===== src/rtl/float_to_int_scheduler.sv =====
// Round-robin front end that shares one combinational float32->int8 converter between two requesters.
// Latency: response valid CVT_LAT+1 cycles after the request handshake; one request per CVT_LAT+2 cycles at best.
// Backpressure: requests are refused while busy; the response is held until rsp_ready, which stalls the whole block.
// Optional build macro FTI_SATURATE_EN: saturate the captured result on overflow/underflow.
module float_to_int_scheduler #(
  // Cycles the converter output needs to settle after cvt_float changes (1..15).
  parameter int CVT_LAT = 1
) (
  input  logic        clk,
  input  logic        reset_n,
  input  logic [1:0]  req_valid,
  input  logic [31:0] req_float0,
  input  logic [31:0] req_float1,
  output logic [1:0]  req_ready,
  output logic [31:0] cvt_float,
  input  logic [7:0]  cvt_int,
  input  logic        cvt_ovf,
  input  logic        cvt_unf,
  output logic        rsp_valid,
  input  logic        rsp_ready,
  output logic        rsp_id,
  output logic [7:0]  rsp_int,
  output logic        rsp_ovf,
  output logic        rsp_unf,
  output logic        busy
);

  typedef enum logic [1:0] {
    S_IDLE = 2'd0,
    S_WAIT = 2'd1,
    S_RESP = 2'd2
  } state_t;

  // Settle counter is 4 bits wide, which covers the full CVT_LAT range.
  localparam logic [3:0] CNT_INIT = 4'(CVT_LAT);

  state_t      state_q, state_d;
  logic        last_q, last_d;
  logic [3:0]  cnt_q, cnt_d;
  logic [31:0] cvt_float_q, cvt_float_d;
  logic        rsp_id_q, rsp_id_d;
  logic [7:0]  rsp_int_q, rsp_int_d;
  logic        rsp_ovf_q, rsp_ovf_d;
  logic        rsp_unf_q, rsp_unf_d;

  logic        grant_vld;
  logic        grant_id;
  logic [7:0]  cap_int;

  // Round-robin pick: a lone requester wins; on a tie the one not served last wins.
  always_comb begin
    grant_vld = |req_valid;
    grant_id  = 1'b0;
    if (req_valid == 2'b11) begin
      grant_id = ~last_q;
    end else begin
      grant_id = req_valid[1];
    end
  end

`ifdef FTI_SATURATE_EN
  // Clamp the converter result using the sign of the operand still held on cvt_float.
  always_comb begin
    cap_int = cvt_int;
    if (cvt_ovf) begin
      cap_int = cvt_float_q[31] ? 8'h80 : 8'h7F;
    end else if (cvt_unf) begin
      cap_int = 8'h00;
    end
  end
`else
  // Converter result passes through unmodified.
  always_comb begin
    cap_int = cvt_int;
  end
`endif

  // Next-state and handshake logic; every register holds unless a transition touches it.
  always_comb begin
    state_d     = state_q;
    last_d      = last_q;
    cnt_d       = cnt_q;
    cvt_float_d = cvt_float_q;
    rsp_id_d    = rsp_id_q;
    rsp_int_d   = rsp_int_q;
    rsp_ovf_d   = rsp_ovf_q;
    rsp_unf_d   = rsp_unf_q;
    req_ready   = 2'b00;

    case (state_q)
      S_IDLE: begin
        if (grant_vld) begin
          // The granted requester is valid by construction, so ready implies a handshake.
          req_ready   = grant_id ? 2'b10 : 2'b01;
          cvt_float_d = grant_id ? req_float1 : req_float0;
          rsp_id_d    = grant_id;
          last_d      = grant_id;
          cnt_d       = CNT_INIT;
          state_d     = S_WAIT;
        end
      end
      S_WAIT: begin
        cnt_d = cnt_q - 4'd1;
        if (cnt_q == 4'd1) begin
          rsp_int_d = cap_int;
          rsp_ovf_d = cvt_ovf;
          rsp_unf_d = cvt_unf;
          state_d   = S_RESP;
        end
      end
      S_RESP: begin
        if (rsp_ready) begin
          state_d = S_IDLE;
        end
      end
      default: begin
        state_d = S_IDLE;
      end
    endcase
  end

  // State and datapath registers with synchronous active-low reset.
  always_ff @(posedge clk) begin
    if (!reset_n) begin
      state_q     <= S_IDLE;
      last_q      <= 1'b1;
      cnt_q       <= 4'd0;
      cvt_float_q <= 32'd0;
      rsp_id_q    <= 1'b0;
      rsp_int_q   <= 8'd0;
      rsp_ovf_q   <= 1'b0;
      rsp_unf_q   <= 1'b0;
    end else begin
      state_q     <= state_d;
      last_q      <= last_d;
      cnt_q       <= cnt_d;
      cvt_float_q <= cvt_float_d;
      rsp_id_q    <= rsp_id_d;
      rsp_int_q   <= rsp_int_d;
      rsp_ovf_q   <= rsp_ovf_d;
      rsp_unf_q   <= rsp_unf_d;
    end
  end

  assign cvt_float = cvt_float_q;
  assign rsp_valid = (state_q == S_RESP);
  assign rsp_id    = rsp_id_q;
  assign rsp_int   = rsp_int_q;
  assign rsp_ovf   = rsp_ovf_q;
  assign rsp_unf   = rsp_unf_q;
  assign busy      = (state_q != S_IDLE);

endmodule


===== config.mk =====
export PLATFORM = sky130hd
export DESIGN_NAME = float_to_int_scheduler
export DESIGN_NICKNAME = d
export VERILOG_FILES = /design/src/rtl/float_to_int_scheduler.sv
export SDC_FILE = /design/constraint.sdc
export NUM_CORES = 1
export LEC_CHECK = 0
export BUFFER_PORTS_ARGS = -buffer_cell sky130_fd_sc_hd__clkbuf_2
export CORE_ASPECT_RATIO = 1.25
export CORE_MARGIN = 10
export CORE_UTILIZATION = 43
export DETAILED_ROUTE_END_ITERATION = 7
export GPL_TIMING_DRIVEN = 0
export PLACE_DENSITY = 0.76
export SLEW_MARGIN = 20
export SYNTH_ARGS = -nofsm -noshare
export SYNTH_HDL_FRONTEND = slang
export SYNTH_SLANG_ARGS = --single-unit

===== constraint.sdc =====
create_clock -name clk -period 2 [get_ports clk]
set_input_delay 0.3 -clock clk [delete_from_list [all_inputs] [get_ports clk]]
set_output_delay 0.3 -clock clk [all_outputs]
set_load 0.01 [all_outputs]

# Word-level counts from Yosys, hierarchy flattened
# Index checks and enable logic that the tools add are counted.
# classes
mux	11
reduce_logical	8
n_eq_ne	7
bitwise	1
add_sub_neg	1
# ops
operator	n
$mux 32	1
$mux 2	6
$pmux 4 s2	1
$pmux 2 s3	1
$reduce_and 2->1	3
$eq 2x2->1 const B	2
$eq 4x1->1 const B	1
$mux 4	1
$ne 2x2->1 const B	2
$reduce_bool 2->1	2
$sub 4x1->4 const B	1
$reduce_and 3->1	1
$eq 2x1->1 const B	1
$logic_not 2->1	1
$ne 2x1->1 const B	1
$reduce_or 2->1	1
$mux 1	1
$not 1->1	1
# word_totals
register_bits	50
inputBits	79

# Depth between registers and ports, before layout
# Gate-level depths: netlist of the first run.
# depth
word_depth	5
ltp_mapped	7
ltp_nobuf	6

# Least setup slack after synthesis of the first run
# Ideal clock, no wire load.
# synth_timing
kind	reg-to-reg
from	reg state_q[1]
to	reg cvt_float_q[24], in the netlist cvt_float[24]
path_stages_with_launch	8
arrival_time_ps	1373
n_path_buf	3
synth_period_minus_slack_ps	1493
setup_time_ps	120
slack_ps	507
path_cell_list	dfxtp_1 > or2_1 > buf_6 > or2_1 > buf_6 > buf_6 > a22oi_1 > a21boi_1
# synth_between
elab_chain_len	2
# synth_lines
item	line_no	text
start: declaration	37	state_t state_q, state_d;
start signal: assignment	134	state_q <= state_d;
$logic_not 2->1	90	case (state_q)
$reduce_and 2->1 (no source line)	-	
end signal: assignment	137	cvt_float_q <= cvt_float_d;
end: declaration	40	logic [31:0] cvt_float_q, cvt_float_d;
# Every way passes these cells.
# A chain may end at the register's enable or synchronous reset.

# Worst setup path after layout of the first run
# layout_timing
from	reg state_q[1]
to	out req_ready[0]
# layout_between
elab_chain_len	2
# layout_lines
item	line_no	text
$logic_not 2->1	90	
$mux 2	90	
end: declaration	14	output logic [1:0] req_ready,
# Every way passes these cells.

==> results of run 1 <==
-- cells in the final DEF, fill, tap and decap left out, types with 3 or more instances in the layout --
master	netlist	layout
nand3_1	11	11
a21boi_0	14	13
a31oi_1	21	21
nand2_1	67	67
buf_6	3	4
a21oi_1	4	4
clkbuf_8	0	6
a21boi_1	9	10
a22oi_1	11	11
nor2b_1	4	4
clkbuf_2	1	125
o21ai_0	20	20
clkbuf_1	14	15
nor3b_1	3	3
dfxtp_1	50	50
-- worst paths after layout --
kind | from | end | slack, ns | cells past startpoint
worst max register to register | state_q[1] | cvt_float[25] | 0.38 | 7
worst max-delay path | state_q[1] | req_ready[0] | 0.13 | 5
worst min register to register | rsp_int[2] | rsp_int[2] | 0.47 | 2
worst min-delay path | req_float1[22] | cvt_float[22] | 0.22 | 3
-- critical path, cell delays in order (launching register included) --
cell	delay, ns
dfxtp_1	0.33
or2_1	0.26
buf_6	0.15
nor3_4	0.23
buf_6	0.17
clkbuf_2	0.14
-- logic make-up after synthesis --
family / count (synthesis) / share of synthesized area
compound gates: 85 / 0.259
simple gates: 97 / 0.203
fa+ha+maj: 2 / 0.0118
buf+inv: 23 / 0.0537
flops: 50 / 0.473
-- layer usage --
metal | global-route usage | vias up | share of wire
li1 | - | 1152 | -
met1 | 0.187 | 999 | 0.40
met4 | 0.0426 | 0 | 0.0069
met5 | 0 | - | 0
met2 | 0.247 | 96 | 0.46
met3 | 0.0727 | 2 | 0.13
-- state kept, by name (all words and copies together) (netlist names) --
| name | cells |
|---|---|
| cvt_float | 32 |
| rsp_int | 8 |
| cnt_q | 4 |
| state_q | 2 |
| last_q | 1 |
| rsp_id | 1 |
| rsp_ovf | 1 |
| rsp_unf | 1 |
-- through the flow --
step	worst slack (ns)	std cells	instance area, um^2	hold WS, ns
after floorplan	0.507	257	2120	0.435
after global placement	0.242	441	2810	0.450
after detailed placement	0.223	441	2810	0.460
after CTS	0.0258	449	2910	0.206
after global routing	0.0246	449	2930	0.216
final	0.130	449	2930	0.220
-- report_power, final --
| part | switching [mW] | internal, mW |
|---|---|---|
| sequential | 0.0648 | 1.12 |
| combinational | 0.383 | 0.298 |
| clock | 0.311 | 0.279 |
| total | 0.759 | 1.69 |
-- repair_timing --
action,in CTS,in global routing
setup endpoints to repair,2,2
resized for setup,3,4
hold endpoints to repair,0,0
pin swaps,0,0
-- layout make-up --
| cell class | instances | area [um^2] | share of cell area |
|---|---|---|---|
| clock buffers | 7 | 86.3 | 0.0295 |
| multi-input cells | 184 | 1020 | 0.347 |
| clock inverters | 1 | 5.00 | 0.00171 |
| inverters | 2 | 7.51 | 0.00256 |
| well taps | 60 | 75.1 | 0.0256 |
| repair buffers | 124 | 621 | 0.212 |
| flip-flops and latches | 50 | 1000 | 0.342 |
| plain buffers | 21 | 115 | 0.0393 |
==> flow_summary.toml, run 1 <==
[critical_path]
crit_arrival_ns = 1.57
crit_type = "flip-flop to output pin"
cp_max_fo = 10
end_kind = "output pin"
cp-start-kind = "flip-flop"
required_ns = 1.70

[detailed_routing]
first_iter_violations = 104
ant_nets = 0
drc = 0
vias = 2249
firstDrtPassIters = 5
viasPerCell = 5.01
routed_wl_um = 6390
routedWlPerCell_um = 14.2

[timing]
drv_slew = 0
clock-skew-final_ns = 0.00560
hold_viol = 0
period_needed_ns = 1.87
fmax_mhz = 535
setup_violations = 0
rsz0062_at_grt = "no"
setup_tns_ns = 0
tightest_slew_ns = 0.454
slew_headroom = 0.697
post-route-period-util = 0.935

[die]
die_y_um = 98.5
start_util = 0.445
die_area_um2 = 8150
io-pin-count = 126
core_um2 = 4760
fp.dieW_um = 82.8
rows = 28

[clock_network]
cts_buffers = 5
cts_tree = "done"
post_cts_buffers = 0
cts_root_buffer = "clkbuf_8"
clk_pin_slew_ns = 0.09
cts.sinks = 50
cts_buffer_depth = 2
htreeDepth = 2
cts-hold-fix-buffers = 0
insertion_delay_ns = 0.29

[place]
dp_hpwl_um = 5140
place.gp.congestion = 0.779
io_buffers = 124

[synth]
synth-seq-cells = 50
synth_top_flop_cell = "dfxtp_1"
synth_area_leaders = "dfxtp_1, nand2_1, a31oi_1"
synthCells = 257
synth-edff-count = 0
synthesis.nets = 338
synth.cells.most_frequent = "nand2_1, dfxtp_1, a31oi_1"
synth_top_area_share = 0.473
synth_cell_types = 29
yosys_warnings = 0
synth.avg_cell_area_um2 = 8.24
seq_area_frac_synth = 0.473
synthesis.area_um2 = 2120
yosys.area.top_type = "dfxtp_1"
synthArstFlopShare = 0
yosys.cell_count.top_type = "nand2_1"

[grt]
grt_first_pass_wirelength_um = 10500
grt_overflow_total = 0
track_usage = 0.157
grt_max_degree = 15
grt_pass1_vias = 2306
antenna_found_initial = 0

[pwr]
power_mw = 2.45
power_density_nw_per_um2 = 837
ir_drop_mv = 0.458
leakagePower_nw = 1.38

[layout]
nets = 469
layout-drive-gt1-share = 0.365
area_delta_synth_final_pct = 38.2
antenna_cells = 0
fill_cells = 454
post-route-util = 0.614

[run]
timing.max_cap.violations = 0

[status]
status = "completed"

[min_path]
hp-class = "input port to flip-flop"
Power figures use the tool's default switching activity.
==> run 2: changes to the inputs <==
- BUFFER_PORTS_ARGS: -buffer_cell sky130_fd_sc_hd__clkbuf_2 -> not set
- CORE_UTILIZATION: 43 -> 44
- DONT_BUFFER_PORTS: not set -> 1
- PLACE_DENSITY: 0.76 -> 0.56
- clock period: 2 -> 2.3 ns (I/O delays scaled with it)
==> flow_summary.toml, run 2 (synthesis results as in run 1) <==
[status]
status = "completed"

[detailed_routing]
first_iter_violations = 68
drc = 0
vias = 1780
routedWlPerCell_um = 18.4
routed_wl_um = 5960
ant_nets = 0
firstDrtPassIters = 4
viasPerCell = 5.49

[critical_path]
crit_type = "flip-flop to output pin"
rrSetupSlack_ns = 0.67
reg2reg_depth = 5
cp-start-kind = "flip-flop"
required_ns = 1.96
reg2reg_from = "cnt_q[0]"
end_kind = "output pin"
cp_max_fo = 10
crit_arrival_ns = 1.62
rr_endpoint = "rsp_int[0]"

[clock_network]
cts_root_buffer = "clkbuf_8"
insertion_delay_ns = 0.29
clk_pin_slew_ns = 0.08
cts_buffer_depth = 2
post_cts_buffers = 0
cts_tree = "done"
cts_buffers = 5
htreeDepth = 2
ctsResizeCount = 0
cts-hold-fix-buffers = 0
cts.sinks = 50

[timing]
hold_ws_ns = 0.174
fmax_mhz = 508
clock-skew-final_ns = 0.00211
post-route-period-util = 0.856
fin_ws_ns = 0.331
hold_viol = 0
period_needed_ns = 1.97
setup_violations = 0
tightest_slew_ns = 0.514
drv_slew = 0
rsz0062_at_grt = "no"
slew_headroom = 0.654
setup_tns_ns = 0

[min_path]
hold_path.startpoint = "req_float1[30]"
hold_path_depth = 2
min_to = "cvt_float[30]"
hp-class = "input port to flip-flop"

[die]
die_y_um = 97.6
fp.dieW_um = 82.1
rows = 28
core_um2 = 4690
start_util = 0.451
die_area_um2 = 8010
io-pin-count = 126

[place]
pre_cts_ws_ns = 0.630
io_buffers = 0
place.gp.congestion = 0.722
place_area_um2 = 2190
dp_hpwl_um = 4670
placed_cells = 317

[layout]
nets = 345
area_delta_synth_final_pct = 7.15
finalNonFillerCells = 324
antenna_cells = 0
fin_area_um2 = 2270
largest_reg_flops = 32
layout-drive-gt1-share = 0.0568
layout_common_cells = "nand2_1, dfxtp_1, a31oi_1, o21ai_0, clkbuf_1"
final_common_cell = "nand2_1"
fill_cells = 499

[pwr]
ir_drop_mv = 0.412
switching_power_mw = 0.609
seqPwrFrac = 0.560
switching_share = 0.315
power_density_nw_per_um2 = 853
leakagePower_nw = 0.832
p_comb_frac = 0.193
p_int_mw = 1.33
pwr-share-clk = 0.247

[grt]
grt_util_met3 = 0.0852
grt_first_pass_wirelength_um = 8980
track_usage = 0.140
use_met1 = 0.142
grt_pass1_vias = 1801
busiest_layer = "met2"
grt_max_degree = 14
grt_overflow_total = 0
antenna_found_initial = 0
grt_util_met2 = 0.232

[run]
timing.max_cap.violations = 0
==> run 2: cell type report <==
class / instances / area, um^2 / area share
Tap cell: 60 / 75.1 / 0.0331
Clock buffer: 7 / 76.3 / 0.0336
Buffer: 21 / 106 / 0.0469
Sequential cell: 50 / 1000 / 0.441
Multi-Input combinational cell: 184 / 1000 / 0.442
Inverter: 2 / 7.51 / 0.00331
==> run 2: metal layers <==
layer  part of all wire  vias to the layer above
met5                  0                        -
met4              0.010                        0
met3               0.14                        5
met2               0.48                       85
met1               0.37                      786
li1                   -                      904
==> run 2: worst max-delay path: stages (launching register included) <==
cell     delay (ns)
dfxtp_1        0.33
or2_1          0.25
buf_6          0.15
nor2_1         0.28
buf_2          0.31
==> run 2: metrics by stage <==
step	util	total power [mW]
4_1_cts	0.483	1.97
5_1_grt	0.483	2.06
2_1_floorplan	-	1.38
3_3_place_gp	0.467	1.49
3_5_place_dp	0.467	1.49
6_report	0.483	1.94
==> run 2: worst max-delay path by stage <==
stage | start | to | slack (ns) | cells after the start
2_1_floorplan | state_q[1] | cvt_float[24] | 0.81 | 7
3_3_place_gp | state_q[1] | req_ready[1] | 0.63 | 4
3_5_place_dp | state_q[1] | req_ready[1] | 0.63 | 4
4_1_cts | state_q[1] | req_ready[1] | 0.29 | 4
5_1_grt | state_q[1] | req_ready[1] | 0.22 | 4
6_report | state_q[1] | req_ready[1] | 0.33 | 4
==> run 2: power groups by stage <==
stage          registers [mW]  logic [mW]  clock network (mW)
2_1_floorplan            1.08       0.304                   0
3_5_place_dp             1.11       0.383                   0
6_report                 1.08       0.374               0.478
5_1_grt                  1.10       0.430               0.528
3_3_place_gp             1.11       0.377                   0
4_1_cts                  1.09       0.383               0.502
==> run 3: changes to the inputs <==
- CORE_MARGIN: 10 -> 3
- CTS_CLUSTER_DIAMETER: not set -> 150
- PLACE_DENSITY: 0.56 -> not set
==> flow_summary.toml, run 3 (synthesis results as in run 1) <==
[status]
status = "completed"

[critical_path]
crit_arrival_ns = 1.65
cp_max_fo = 10
reg2reg_from = "state_q[1]"
reg2reg_depth = 6
rr_endpoint = "cvt_float[26]"
end_kind = "output pin"
required_ns = 1.96
crit_type = "flip-flop to output pin"
cp-start-kind = "flip-flop"
rrSetupSlack_ns = 0.67

[place]
io_buffers = 0
dp_hpwl_um = 3810
place.gp.congestion = 0.702
place_area_um2 = 2190

[clock_network]
cts_buffers = 5
cts_buffer_depth = 2
insertion_delay_ns = 0.30
cts.sinks = 50
ctsResizeCount = 0
cts-hold-fix-buffers = 0
post_cts_buffers = 0
cts_root_buffer = "clkbuf_8"
cts_tree = "done"
clk_pin_slew_ns = 0.08
htreeDepth = 2

[timing]
clock-skew-final_ns = 0.00596
setup_violations = 0
period_needed_ns = 1.99
fmax_mhz = 502
setup_tns_ns = 0
hold_viol = 0
drv_slew = 0
rsz0062_at_grt = "no"
tightest_slew_ns = 0.497
post-route-period-util = 0.867
slew_headroom = 0.666

[die]
io-pin-count = 126
fp.dieW_um = 68.1
rows = 27
die_y_um = 83.6
start_util = 0.468
core_um2 = 4530
die_area_um2 = 5690

[pwr]
leakagePower_nw = 0.832
power_density_nw_per_um2 = 853
ir_drop_mv = 0.333

[layout]
layout-drive-gt1-share = 0.0568
fill_cells = 476
largest_reg_flops = 32
nets = 345
antenna_cells = 0
layout_common_cells = "nand2_1, dfxtp_1, a31oi_1, o21ai_0, clkbuf_1"
fin_area_um2 = 2270
final_common_cell = "nand2_1"
area_delta_synth_final_pct = 7.03
post-route-util = 0.501

[grt]
grt_first_pass_wirelength_um = 7820
grt_overflow_total = 0
antenna_found_initial = 0
track_usage = 0.176
grt_max_degree = 14
grt_pass1_vias = 1675

[min_path]
hold_path_depth = 2
hold_path.startpoint = "req_float1[25]"
min_to = "cvt_float[25]"
hp-class = "input port to flip-flop"

[detailed_routing]
drc = 0
routed_wl_um = 5140
routedWlPerCell_um = 15.9
vias = 1818
firstDrtPassIters = 4
viasPerCell = 5.65
ant_nets = 0
first_iter_violations = 59

[run]
timing.max_cap.violations = 0
-- run 3: worst max path at each step --
| stage | startpoint | to | slack (ns) | cells past startpoint |
|---|---|---|---|---|
| 4_1_cts | state_q[1] | req_ready[1] | 0.29 | 4 |
| 2_1_floorplan | state_q[1] | cvt_float[24] | 0.81 | 7 |
| 3_3_place_gp | state_q[1] | req_ready[1] | 0.62 | 4 |
| 3_5_place_dp | state_q[1] | req_ready[1] | 0.63 | 4 |
| 5_1_grt | state_q[1] | req_ready[1] | 0.21 | 4 |
| 6_report | state_q[1] | req_ready[1] | 0.31 | 4 |
-- run 3: per-layer routing --
layer | global-route usage | vias to the layer above | share of wire
met2 | 0.284 | 98 | 0.46
met5 | 0 | - | 0
met4 | 0.0434 | 0 | 0.0099
met3 | 0.0782 | 6 | 0.14
li1 | - | 903 | -
met1 | 0.208 | 811 | 0.39
-- run 3: critical path, stage by stage, from the launching register on --
cell	delay [ns]
dfxtp_1	0.34
or2_1	0.25
buf_6	0.15
nor2_1	0.30
buf_2	0.32
-- run 3: metrics by stage --
| stage | total power [mW] | instances | hold slack (ns) | setup slack [ns] |
|---|---|---|---|---|
| 3_5_place_dp | 1.49 | 315 | 0.489 | 0.633 |
| 3_3_place_gp | 1.48 | 315 | 0.482 | 0.624 |
| 2_1_floorplan | 1.38 | 257 | 0.456 | 0.807 |
| 6_report | 1.93 | 322 | 0.177 | 0.307 |
| 5_1_grt | 2.06 | 322 | 0.175 | 0.209 |
| 4_1_cts | 1.96 | 322 | 0.168 | 0.291 |
-- run 3: report_power, final --
| part | switching, mW | total (mW) | internal [mW] |
|---|---|---|---|
| logic | 0.227 | 0.373 | 0.146 |
| clock network | 0.268 | 0.479 | 0.210 |
| registers | 0.111 | 1.08 | 0.971 |
| total | 0.606 | 1.93 | 1.33 |
-- run 3: final cells by class --
cell class | count | area, um^2 | share of cell area
Clock buffer | 7 | 76.3 | 0.0337
Tap cell | 58 | 72.6 | 0.0320
Buffer | 21 | 106 | 0.0469
Multi-Input combinational cell | 184 | 1000 | 0.443
Inverter | 2 | 7.51 | 0.00331
Sequential cell | 50 | 1000 | 0.442
